--- config.mk ---
export PLATFORM = sky130hd
export DESIGN_NAME = lifo_stack
export DESIGN_NICKNAME = d
export VERILOG_FILES = /design/src/rtl/lifo_stack_pkg.sv /design/src/rtl/lifo_ram.sv /design/src/rtl/lifo_stack.sv
export SDC_FILE = /design/constraint.sdc
export NUM_CORES = 1
export LEC_CHECK = 0
export BUFFER_PORTS_ARGS = -buffer_cell sky130_fd_sc_hd__buf_2
export CORE_MARGIN = 1.5
export CORE_UTILIZATION = 55
export CTS_CLUSTER_SIZE = 25
export DETAILED_ROUTE_END_ITERATION = 10
export PLACE_DENSITY = 0.83
export SETUP_SLACK_MARGIN = 0.5
export SLEW_MARGIN = 20
export SYNTH_ARGS = -nofsm -noshare
export SYNTH_HDL_FRONTEND = slang
export SYNTH_SLANG_ARGS = --single-unit
--- constraint.sdc ---
create_clock -name clk -period 3.83 [get_ports clk]
set_clock_uncertainty 0.05 [all_clocks]
set_input_delay 0 -clock clk [delete_from_list [all_inputs] [get_ports clk]]
set_output_delay 0 -clock clk [all_outputs]
set_load 0.005 [all_outputs]
--- src/rtl/lifo_stack_pkg.sv ---
// -----------------------------------------------------------------------------
// stack_pkg
//   Shared types and helpers for the lifo_stack LIFO.
//   - stk_op_t : decoded per-cycle stack operation
//   - ptr_inc  : modular pointer increment with an explicit wrap compare
//   - ptr_dec  : modular pointer decrement with an explicit wrap compare
//   The pointer helpers do not rely on power-of-2 rollover, so any DEPTH >= 2
//   works.
// -----------------------------------------------------------------------------
package stack_pkg;

    typedef enum logic [1:0] {
        OP_NONE,
        OP_PUSH,
        OP_POP,
        OP_REPL
    } stk_op_t;

    function automatic int unsigned ptr_inc(input int unsigned ptr,
                                            input int unsigned depth);
        return (ptr == depth - 32'd1) ? 32'd0 : ptr + 32'd1;
    endfunction

    function automatic int unsigned ptr_dec(input int unsigned ptr,
                                            input int unsigned depth);
        return (ptr == 32'd0) ? depth - 32'd1 : ptr - 32'd1;
    endfunction

endpackage

--- src/rtl/lifo_ram.sv ---
// -----------------------------------------------------------------------------
// lifo_ram
//   Storage array for lifo_stack: one synchronous write port and one
//   asynchronous read port. Contents are never reset.
//   Ports:
//     clk    in   clock, write on posedge
//     we     in   write enable
//     waddr  in   write address  [AW-1:0]
//     wdata  in   write data     [WIDTH-1:0]
//     raddr  in   read address   [AW-1:0]
//     rdata  out  read data      [WIDTH-1:0] (combinational)
// -----------------------------------------------------------------------------
module lifo_ram #(
    parameter int unsigned WIDTH = 11,
    parameter int unsigned DEPTH = 16,
    parameter int unsigned AW    = $clog2(DEPTH)
) (
    input  logic             clk,
    input  logic             we,
    input  logic [AW-1:0]    waddr,
    input  logic [WIDTH-1:0] wdata,
    input  logic [AW-1:0]    raddr,
    output logic [WIDTH-1:0] rdata
);

    logic [WIDTH-1:0] mem [DEPTH];

    always_ff @(posedge clk) begin
        if (we) begin
            mem[waddr] <= wdata;
        end
    end

    assign rdata = mem[raddr];

endmodule

--- src/rtl/lifo_stack.sv ---
// -----------------------------------------------------------------------------
// lifo_stack
//   Parametrised LIFO for return addresses and operand saves.
//   Full/empty flags, occupancy count, registered overflow/underflow strobes,
//   simultaneous push+pop replaces the top entry.
//   Build option:
//     LIFO_STACK_WRAP_EN  defined   -> push while full overwrites the oldest
//                         undefined -> push while full is dropped
//   Ports:
//     clk        in   clock, posedge
//     reset      in   synchronous, active-high, priority over push/pop
//     push       in   write din as new top
//     pop        in   discard current top
//     din        in   push data [WIDTH-1:0]
//     dout       out  current top, '0 when empty
//     empty      out  count == 0
//     full       out  count == DEPTH
//     count      out  valid entries [CW-1:0]
//     overflow   out  1-cycle strobe: push while full
//     underflow  out  1-cycle strobe: pop while empty
// -----------------------------------------------------------------------------
module lifo_stack
    import stack_pkg::*;
#(
    parameter int unsigned WIDTH = 11,
    parameter int unsigned DEPTH = 16,
    localparam int unsigned AW   = $clog2(DEPTH),
    localparam int unsigned CW   = $clog2(DEPTH + 1)
) (
    input  logic             clk,
    input  logic             reset,
    input  logic             push,
    input  logic             pop,
    input  logic [WIDTH-1:0] din,
    output logic [WIDTH-1:0] dout,
    output logic             empty,
    output logic             full,
    output logic [CW-1:0]    count,
    output logic             overflow,
    output logic             underflow
);

    logic [AW-1:0]    top_q, top_d;
    logic [CW-1:0]    count_q, count_d;
    logic             ovf_q, ovf_d;
    logic             unf_q, unf_d;
    stk_op_t          op;
    logic             we;
    logic [AW-1:0]    waddr;
    logic [AW-1:0]    top_inc, top_dec;
    logic [WIDTH-1:0] rdata;

    assign empty   = (count_q == '0);
    assign full    = (count_q == CW'(DEPTH));
    assign top_inc = AW'(ptr_inc(32'(top_q), DEPTH));
    assign top_dec = AW'(ptr_dec(32'(top_q), DEPTH));

    // push+pop on an empty stack has no top to replace, so it degrades to a push
    always_comb begin
        op = OP_NONE;
        if (push && pop) begin
            op = empty ? OP_PUSH : OP_REPL;
        end else if (push) begin
            op = OP_PUSH;
        end else if (pop) begin
            op = OP_POP;
        end
    end

    always_comb begin
        top_d   = top_q;
        count_d = count_q;
        we      = 1'b0;
        waddr   = top_inc;
        ovf_d   = 1'b0;
        unf_d   = pop && empty;
        unique case (op)
            OP_PUSH: begin
                if (!full) begin
                    we      = 1'b1;
                    top_d   = top_inc;
                    count_d = count_q + CW'(1);
                end else begin
                    ovf_d = 1'b1;
`ifdef LIFO_STACK_WRAP_EN
                    // slot after top holds the oldest entry when full
                    we    = 1'b1;
                    top_d = top_inc;
`endif
                end
            end
            OP_POP: begin
                if (!empty) begin
                    top_d   = top_dec;
                    count_d = count_q - CW'(1);
                end
            end
            OP_REPL: begin
                we    = 1'b1;
                waddr = top_q;
            end
            default: ;
        endcase
    end

    always_ff @(posedge clk) begin
        if (reset) begin
            top_q   <= AW'(DEPTH - 1);
            count_q <= '0;
            ovf_q   <= 1'b0;
            unf_q   <= 1'b0;
        end else begin
            top_q   <= top_d;
            count_q <= count_d;
            ovf_q   <= ovf_d;
            unf_q   <= unf_d;
        end
    end

    // reset also blocks the write so a push issued with reset leaves no trace
    lifo_ram #(
        .WIDTH (WIDTH),
        .DEPTH (DEPTH),
        .AW    (AW)
    ) u_ram (
        .clk   (clk),
        .we    (we && !reset),
        .waddr (waddr),
        .wdata (din),
        .raddr (top_q),
        .rdata (rdata)
    );

    assign dout      = empty ? '0 : rdata;
    assign count     = count_q;
    assign overflow  = ovf_q;
    assign underflow = unf_q;

endmodule

# ---- Word level (Yosys, flattened, before mapping)
# Memory sizes are Yosys's and may differ from the RTL's. A register that Yosys moved wholly into a read port is not among the register bits.
# Index checks and enable logic that the tools add are counted.
dict set report word_totals {
  register_bits 11
  mem_bits_rw 176
  word_cells 47
  memories 1
  output_inout_bits 20
  inputBits 15
}
dict set report op_classes {
  n_bitwise 1
  n_reduce_logical 9
  muxes 21
  n_eq_ne 7
  n_addsub 4
}
# memory depth width rd rd_clocked_by_memory_dff wr line
set mem_list {}
lappend mem_list {u_ram.mem 16 11 1 1 1 lifo_ram.sv:26} ;# logic [WIDTH-1:0] mem [DEPTH];
# operator count
set op_table {}
lappend op_table {{4-bit two-way mux} 7}
lappend op_table {{11-bit two-way mux} 1}
lappend op_table {{5-bit two-way mux} 2}
lappend op_table {{5-bit one-hot mux with 2 select lines} 1}
lappend op_table {{2-bit two-way mux} 4}
lappend op_table {{4-bit one-hot mux with 2 select lines} 1}
lappend op_table {{5-bit by 1-bit adder with 5-bit output, second input constant} 1}
lappend op_table {{5-bit == test, second input constant} 1}
lappend op_table {{5-bit logical NOT} 1}
lappend op_table {{5-bit by 1-bit subtractor with 5-bit output, second input constant} 1}
lappend op_table {{4-bit by 1-bit adder with 4-bit output, second input constant} 1}
lappend op_table {{2-bit == test, second input constant} 2}
lappend op_table {{4-bit == test, second input constant} 1}
lappend op_table {{4-bit logical NOT} 1}
lappend op_table {{1-bit two-way mux} 4}
lappend op_table {{2-bit != test, second input constant} 2}
lappend op_table {{4-bit by 1-bit subtractor with 4-bit output, second input constant} 1}
lappend op_table {{1-bit logical AND} 3}
lappend op_table {{3-bit AND reduction} 1}
lappend op_table {{2-bit by 1-bit == test with 1-bit output, second input constant} 1}
lappend op_table {{1-bit one-hot mux with 2 select lines} 1}
lappend op_table {{2-bit nonzero test} 1}
lappend op_table {{2-bit OR reduction} 1}
lappend op_table {{1-bit logical NOT} 1}
lappend op_table {{1-bit NOT} 1}

# ---- Logic depth before layout (Yosys ltp)
# Gate-level depths: netlist of run 1.
dict set report logic_depth {
  word_depth 8
  depth_mapped 10
  depth_no_buf 8
}

# ---- By module
# From an unflattened synthesis of run 1, not the netlist that was laid out.
dict set report unflattened {
  cells_unflattened 410
  hier_area_um2 7711.1
}
# module instances cells_per_inst area_per_inst_um2 seq_area_each_um2
set by_module_without_submodules {}
lappend by_module_without_submodules {lifo_ram 1 294 6819.0 5285.1}
lappend by_module_without_submodules {lifo_stack 1 116 892.1 220.2}

# ---- Worst setup path after synthesis of run 1
# No wires, ideal clock.
dict set report synth_timing {
  kind {register to register}
  startpoint {reg count_q[0], in the netlist count[0]}
  endpoint {mem u_ram.mem[11][0], enable pin}
  stages_incl_launch_ff 5
  synth_period_minus_slack_ns 3.019
  arrival_time_ns 2.561
  setup_time_ns 0.408
  n_path_buf 0
  required_ns 3.372
  slack_ns 0.811
  cell_sequence {dfxtp_1 -> or4_4 -> o21bai_2 -> a31oi_1 -> nor4_1}
}
dict set report synth_between {
  elab_chain_cells 8
  elab_cells_between_ends 12
  classes_between {3 x eq/ne; 7 x mux; 2 x reduce/logical}
}
# item line
set synth_lines {}
lappend synth_lines {{from (decl)} lifo_stack.sv:44} ;# logic [CW-1:0] count_q, count_d;
lappend synth_lines {{from (signal assigned)} lifo_stack.sv:114} ;# count_q <= count_d;
lappend synth_lines {{5-bit logical NOT} lifo_stack.sv:53} ;# assign empty = (count_q == '0);
lappend synth_lines {{2-bit two-way mux} lifo_stack.sv:62} ;# op = empty ? OP_PUSH : OP_REPL;
lappend synth_lines {{2-bit two-way mux} lifo_stack.sv:61} ;# if (push && pop) begin
lappend synth_lines {{2-bit == test or 2-bit by 1-bit == test with 1-bit output (tied branches)} lifo_stack.sv:77} ;# unique case (op)
lappend synth_lines {{1-bit one-hot mux with 2 select lines} lifo_stack.sv:77}
lappend synth_lines {{1-bit logical AND} lifo_stack.sv:127} ;# .we (we && !reset),
lappend synth_lines {{1-bit two-way mux} lifo_ram.sv:29} ;# if (we) begin
lappend synth_lines {{1-bit two-way mux (implied by the code)} lifo_ram.sv:30} ;# mem[waddr] <= wdata;
lappend synth_lines {{to (decl)} lifo_ram.sv:26}
# Several ways; a longest one is shown, not always the timed one.

# ---- Worst setup path in the final report of run 1
dict set report layout_timing {
  startpoint {reg top_q[0]}
  endpoint {mem u_ram.mem[15][9], enable pin}
}
dict set report layout_between {
  elab_chain_cells 3
  elab_cells_between_ends 4
  classes_between {1 x add/sub; 1 x eq/ne; 2 x mux}
}
# item line
set layout_lines {}
lappend layout_lines {{from (decl)} lifo_stack.sv:43} ;# logic [AW-1:0] top_q, top_d;
lappend layout_lines {{from (signal assigned)} lifo_stack.sv:108} ;# top_q <= AW'(DEPTH - 1);
lappend layout_lines {{from (signal assigned)} lifo_stack.sv:113} ;# top_q <= top_d;
lappend layout_lines {{4-bit by 1-bit adder with 4-bit output or 4-bit == test (tied branches)} lifo_stack_pkg.sv:21} ;# return (ptr == depth - 32'd1) ? 32'd0 : ptr + 32'd1;
lappend layout_lines {{4-bit two-way mux} lifo_stack_pkg.sv:21}
lappend layout_lines {{4-bit two-way mux *} lifo_stack.sv:77}
# Mark *: on every way between the ends. The rest lies on a longest branch, timed or not.

==> results of run 1 <==
worst min-delay path, cell delays in order:
cell and delay (ps):
dlygate4sd3_1 520, buf_2 210, nor3b_1 70
through the flow:
stage | cells | hold slack, ps | worst slack, ps
after floorplan | 421 | 48.9 | 811
final | 672 | 374 | 941
after CTS | 672 | 351 | 779
after global placement | 626 | 258 | 921
after detailed placement | 626 | 268 | 789
after global routing | 672 | 372 | 718
routing by layer:
metal,vias up,wire [um],track usage
met1,2141,6450,0.307
met5,-,0,0
met3,26,1200,0.0520
met2,216,8240,0.391
li1,1829,-,-
met4,0,363,0.0901
flip-flops by register name, indices dropped and copies added (netlist names), named ones only:
name and cells:
overflow 1, underflow 1, top_q 4, u_ram.mem 176, count 5
what timing repair did:
action	in CTS	in global routing
endpoints found under the hold margin	191	0
resized for setup	0	1
hold buffers	14	0
endpoints found under the setup margin	0	11
worst max path at each step:
stage / from / end / slack [ps]
after global placement: top_q[0] / u_ram.mem[15][4] / 920
after global routing: top_q[0] / u_ram.mem[14][9] / 720
after floorplan: count[0] / u_ram.mem[11][0] / 810
after CTS: top_q[0] / u_ram.mem[15][9] / 780
after detailed placement: top_q[0] / u_ram.mem[15][2] / 790
final: top_q[0] / u_ram.mem[15][9] / 940
logic make-up (layout without fill, tap and decap cells):
group           Yosys count  in the layout  share of synthesized area
compound gates           51             51                     0.0474
xor+xnor                  4              4                    0.00449
fa+ha+maj                 7              7                     0.0122
buf+inv                  33            104                     0.0167
flops                   191            191                      0.717
mux                      67             67                      0.158
simple gates             68             68                     0.0445
area by class of cell:
type / count / area, um^2 / area share
inverter: 9 / 33.8 / 0.00377
multi-input combinational: 197 / 2100 / 0.234
tap: 180 / 225 / 0.0251
clock buffer: 17 / 425 / 0.0475
sequential: 191 / 5590 / 0.624
timing repair buffer: 63 / 435 / 0.0486
clock inverter: 15 / 150 / 0.0168
placed cells by master, fill, tap and decap left out, types with 3 or more instances in the layout:
master	instances
xnor2_1	4
clkinv_4	3
clkbuf_16	17
inv_1	9
nor3_1	8
o22ai_1	11
nor4_2	3
buf_2	34
nand2b_1	5
inv_6	4
nand2_1	12
a21oi_1	8
and3_1	3
dlygate4sd3_1	14
nor3b_1	3
mux2i_1	22
inv_8	3
a31oi_1	4
mux4_2	44
and2_1	4
nor2b_1	3
dfxtp_1	13
edfxtp_1	176
nor2_1	20
ha_1	6
buf_4	14
o21ai_0	7
power breakdown:
group / total [uW] / leakage [uW] / internal (uW) / switching [uW]
combinational: 1850 / 0.00117 / 854 / 993
sequential: 2690 / 0.00171 / 2490 / 203
clock: 1710 / 0.000280 / 918 / 797
total: 6250 / 0.00316 / 4260 / 1990
==> out/results.txt, run 1 <==
Hold depth -> 3
Layout cells sized above 1 -> 0.283
Fmax -> 0.346 GHz
Synth cell types -> 48
TritonCTS Sinks -> 191
Most numerous cell in the Yosys netlist -> edfxtp_1
Ports -> 35
Post-route setup TNS -> 0 ps
R2r endpoint -> u_ram.mem[15][9]
Pin count of the biggest net entering global routing -> 33
PD cells -> 698 nW/um^2
H-tree levels -> 4
Hpwl dp -> 10200 um
PortBufs -> 34
Core area -> 13900 um^2
Critical path depth in cells -> 5
Die height -> 122 um
P&R area growth vs syn -> 14.9%
DRC violations left -> 0
Number of synthesized flops with an enable pin -> 176
Clk_lat worst skew -> 420 ps
Total track usage -> 0.235
Final Cell Area -> 8960 um^2
Post-Syn Area -> 7790 um^2
Syn. warnings -> 0
Status -> finished clean
Hold/Removal Path Class -> in -> reg
Starting Density -> 0.562
Data required, critical path -> 3840 ps
WL per Instance -> 24.2 um
CTS Buf Count -> 17
Slowest stage delay, CP -> 570 ps
Synth async-reset ratio -> 0
Initial antenna violation count -> 0
Hold Vio Cnt, Final -> 0
Syn nets -> 443
Tcrit/Tclk final -> 0.754
Synth Flop Type -> edfxtp_1
Post-CTS setup buffer count -> 0
Top cells by area, synth -> edfxtp_1, mux4_2, dfxtp_1
Mean area per synthesized cell -> 18.5 um^2
Crit path buf inv count -> 0
Endpoint, Worst Hold -> overflow
# diodes -> 0
Final setup fails -> 0
Yosys top cell area share -> 0.678
Max Cap Viol -> 0
Synth cell count leaders -> edfxtp_1, mux4_2, mux2i_1
GRT overflow -> 0
Nets@finish -> 501
Number of synthesized register bits -> 191
RSZ-0062 raised after global routing -> false
CP Max Fanout -> 11
Vias in the first global route -> 4375
Die ar. -> 14900 um^2
Lkg Pwr -> 0.00316 uW
CTS Buffer Depth -> 2
Global-route wire length before repair -> 25000 um
Max-slew violations -> 0
VDD IR max -> 0.000406 V
1st-iter DRT viols -> 416
Hold_sp -> pop
Final core utilization -> 0.645
Tightest Pin Transition -> 850 ps
Fillers -> 898
GPL Wtd Cong -> 0.831
Clk slew on worst S/H paths -> 70 ps
DR pass1 iterations -> 5
TritonCTS clock tree -> yes
Worst slew margin -> 0.433
CP top delay family -> simple AND/OR/NAND/NOR gates
FF-to-FF Start -> top_q[0]
FF-to-FF path depth -> 5
Minimum clock period after layout -> 2890 ps
Setup CP Type -> reg -> reg
Power Total -> 6250 uW
Sequential fraction of the synthesis area -> 0.717
Total wire length -> 16300 um
Antenna Nets Post-Route -> 0
Slowest-stage cell, CP -> nor2b_2
CTS Root Cell -> clkbuf_16
Critical path cell sequence -> ha_1, o311ai_0, a32oi_1, nor3_1, nor2b_2
CP Data Arrival Time -> 2900 ps
Synth Instances -> 421
Startpoint types -> flop
Row count -> 43
Via count -> 4212
R2R Setup Slk -> 940 ps
Area after DPL -> 8240 um^2
Top cell type by total area after synthesis -> edfxtp_1
Vias/cell -> 6.27
DIE WIDTH -> 122 um
Setup crit end kind -> flop
No activity file was read; power rests on OpenSTA's default activity.
==> run 2, diff against run 1 <==
==> constraint.sdc (replaced) <==
create_clock -name clk -period 2.85 [get_ports clk]
set_clock_uncertainty 0.05 [all_clocks]
set_input_delay 0 -clock clk [delete_from_list [all_inputs] [get_ports clk]]
set_output_delay 0 -clock clk [all_outputs]
set_load 0.005 [all_outputs]
==> run 2 against run 1 <==
- non-clock buffer count increased by 30
- fmax increased by 22%
- setup slack got worse by 460 ps
- global-route usage increased by 1.3 points
- final cell count increased by 4.5%
- sequential share of layout area decreased by 4.1 points
- count of clock-buffer cells in the layout increased by 3
- via count increased by 5.7%
- cell area increased by 7.2%
- total power increased by 51%
- critical path type unchanged
- highest routed layer unchanged
==> out/results.txt, run 2 (synthesis results as in run 1) <==
Status -> finished clean
Clk slew on worst S/H paths -> 60 ps (about the same)
Biggest register -> u_ram.mem
Starting Density -> 0.562 (unchanged)
DRC violations left -> 0 (unchanged)
TritonCTS Sinks -> 191 (unchanged)
Ports -> 35 (unchanged)
GPL Wtd Cong -> 0.910 (+9.6%)
Tightest Pin Transition -> 559 ps (-291 ps)
Tcrit/Tclk final -> 0.830 (+0.0758)
Nets@finish -> 531 (+6.0%)
Hold/Removal Path Class -> in -> reg
Fillers -> 834 (-7.1%)
Layout cells sized above 1 -> 0.372 (+0.0891)
Worst slew margin -> 0.621 (+0.188)
Max-slew violations -> 0 (unchanged)
TritonCTS clock tree -> yes
Hpwl dp -> 10100 um (-0.33%)
Initial antenna violation count -> 0 (unchanged)
Psw -> 3010 uW (+51%)
CTS Buffer Depth -> 2 (unchanged)
RSZ-0062 raised after global routing -> true
Pin count of the biggest net entering global routing -> 27 (-18%)
Total wire length -> 18200 um (+12%)
PD cells -> 983 nW/um^2 (+41%)
Clock power share -> 0.261 (-0.013)
1st-iter DRT viols -> 545 (+31%)
DIE WIDTH -> 122 um (unchanged)
Logic pwr share -> 0.362 (+0.067)
Hold Vio Cnt, Final -> 0 (unchanged)
Power Total -> 9440 uW (+51%)
CP Data Arrival Time -> 2450 ps (-450 ps)
DR pass1 iterations -> 5 (unchanged)
Hold depth -> 3 (unchanged)
Max reg flops -> 176 (unchanged)
Lkg Pwr -> 0.00340 uW (+7.8%)
VDD IR max -> 0.000687 V (+69%)
Fmax -> 0.423 GHz (+22%)
Vias/cell -> 6.34 (+1.2%)
GRT overflow -> 0 (unchanged)
Commonest non-fill, non-tap cells in the layout -> edfxtp_1, mux4_2, buf_2, mux2i_1, buf_6
Commonest non-fill, non-tap cell in the layout -> edfxtp_1
Data required, critical path -> 2940 ps (-900 ps)
P&R area growth vs syn -> 23.2%
Setup crit end kind -> flop
Minimum clock period after layout -> 2370 ps (-523 ps)
WL per Instance -> 26.0 um (+7.3%)
Post-route setup TNS -> 0 ps (unchanged)
Startpoint types -> flop
Total track usage -> 0.248 (+0.0127)
Hold_ws -> 57.3 ps (-317 ps)
Share of power burned in registers -> 0.377 (-0.053)
Global-route wire length before repair -> 25900 um (+3.8%)
Die height -> 122 um (unchanged)
# diodes -> 0 (unchanged)
Internal power -> 6430 uW (+51%)
Setup CP Type -> reg -> reg
Clk_lat worst skew -> 430 ps (about the same)
CP Max Fanout -> 6 (-5)
Antenna Nets Post-Route -> 0 (unchanged)
Sw frac -> 0.319 (-0.000372)
Core area -> 13900 um^2 (unchanged)
Die ar. -> 14900 um^2 (unchanged)
H-tree levels -> 4 (unchanged)
CTS Buf Count -> 17 (unchanged)
CTS Root Cell -> clkbuf_16
Vias in the first global route -> 4377 (+0.046%)
Via count -> 4451 (+5.7%)
PortBufs -> 34 (unchanged)
Final setup fails -> 0 (unchanged)
Row count -> 43 (unchanged)
Max Cap Viol -> 0 (unchanged)
FF-to-FF path depth -> 7 (+2)
==> run 2: cell types whose count changed in the layout (fill, tap and decap cells not counted), moves of 3 or more <==
cell       delta
dfxtp_4       +3
clkbuf_1      +3
buf_12        +4
buf_6        +21
inv_8         -3
nor4_2        -3
nor2_1        -5
buf_4         +3
nor2_4        +5
bufinv_16     +3
nor4_4        +4
==> run 2: final cells by class <==
class	instances	area, um^2	share of cell area
inverters	9	33.8	0.00352
clock inverters	12	183	0.0190
flip-flops and latches	191	5600	0.583
well taps	180	225	0.0235
repair buffers	93	832	0.0866
clock buffers	20	437	0.0455
multi-input cells	197	2290	0.239
==> run 2: what timing repair did <==
action	4_1_cts	5_1_grt
endpoints found under the hold margin	190	0
pin swaps	6	4
buffers inserted	8	5
hold buffers	14	0
endpoints found under the setup margin	99	174
cloned	2	5
gates resized for setup	23	49
==> run 2: worst max-delay path, stage by stage, from the launching register on <==
cell,delay [ps]
dfxtp_4,370
or4_4,590
mux2i_4,210
buf_6,140
a32oi_4,70
buf_6,180
nor4_4,260
buf_6,200
==> run 2: path summary, 6_finish.rpt <==
path | startpoint | end | slack (ps)
min | push | count[1] | 60
max reg2reg | count[1] | u_ram.mem[12][7] | 480
min reg2reg | count[3] | count[3] | 460
max | count[1] | u_ram.mem[12][7] | 480
==> run 2: per-stage QoR <==
step	cell area [um^2]	setup slack (ps)	utilization	std cells
global route	9600	448	0.692	702
detailed placement	8380	154	0.603	636
global placement	8380	280	0.603	636
finish	9600	484	0.692	702
CTS	9340	440	0.673	692
floorplan	7860	399	-	421
==> run 2: power groups by stage <==
stage	clock, uW	sequential [uW]	combinational (uW)
floorplan	0	3470	1930
global placement	0	3570	2710
detailed placement	0	3590	2790
CTS	2480	3540	3060
global route	2580	3580	3580
finish	2460	3560	3420
==> run 2: layer usage <==
metal,global-route usage,up-vias,wire [um]
met2,0.402,229,9310
met1,0.325,2288,7280
met4,0.117,0,432
li1,-,1895,-
met3,0.0515,39,1210
met5,0,-,0
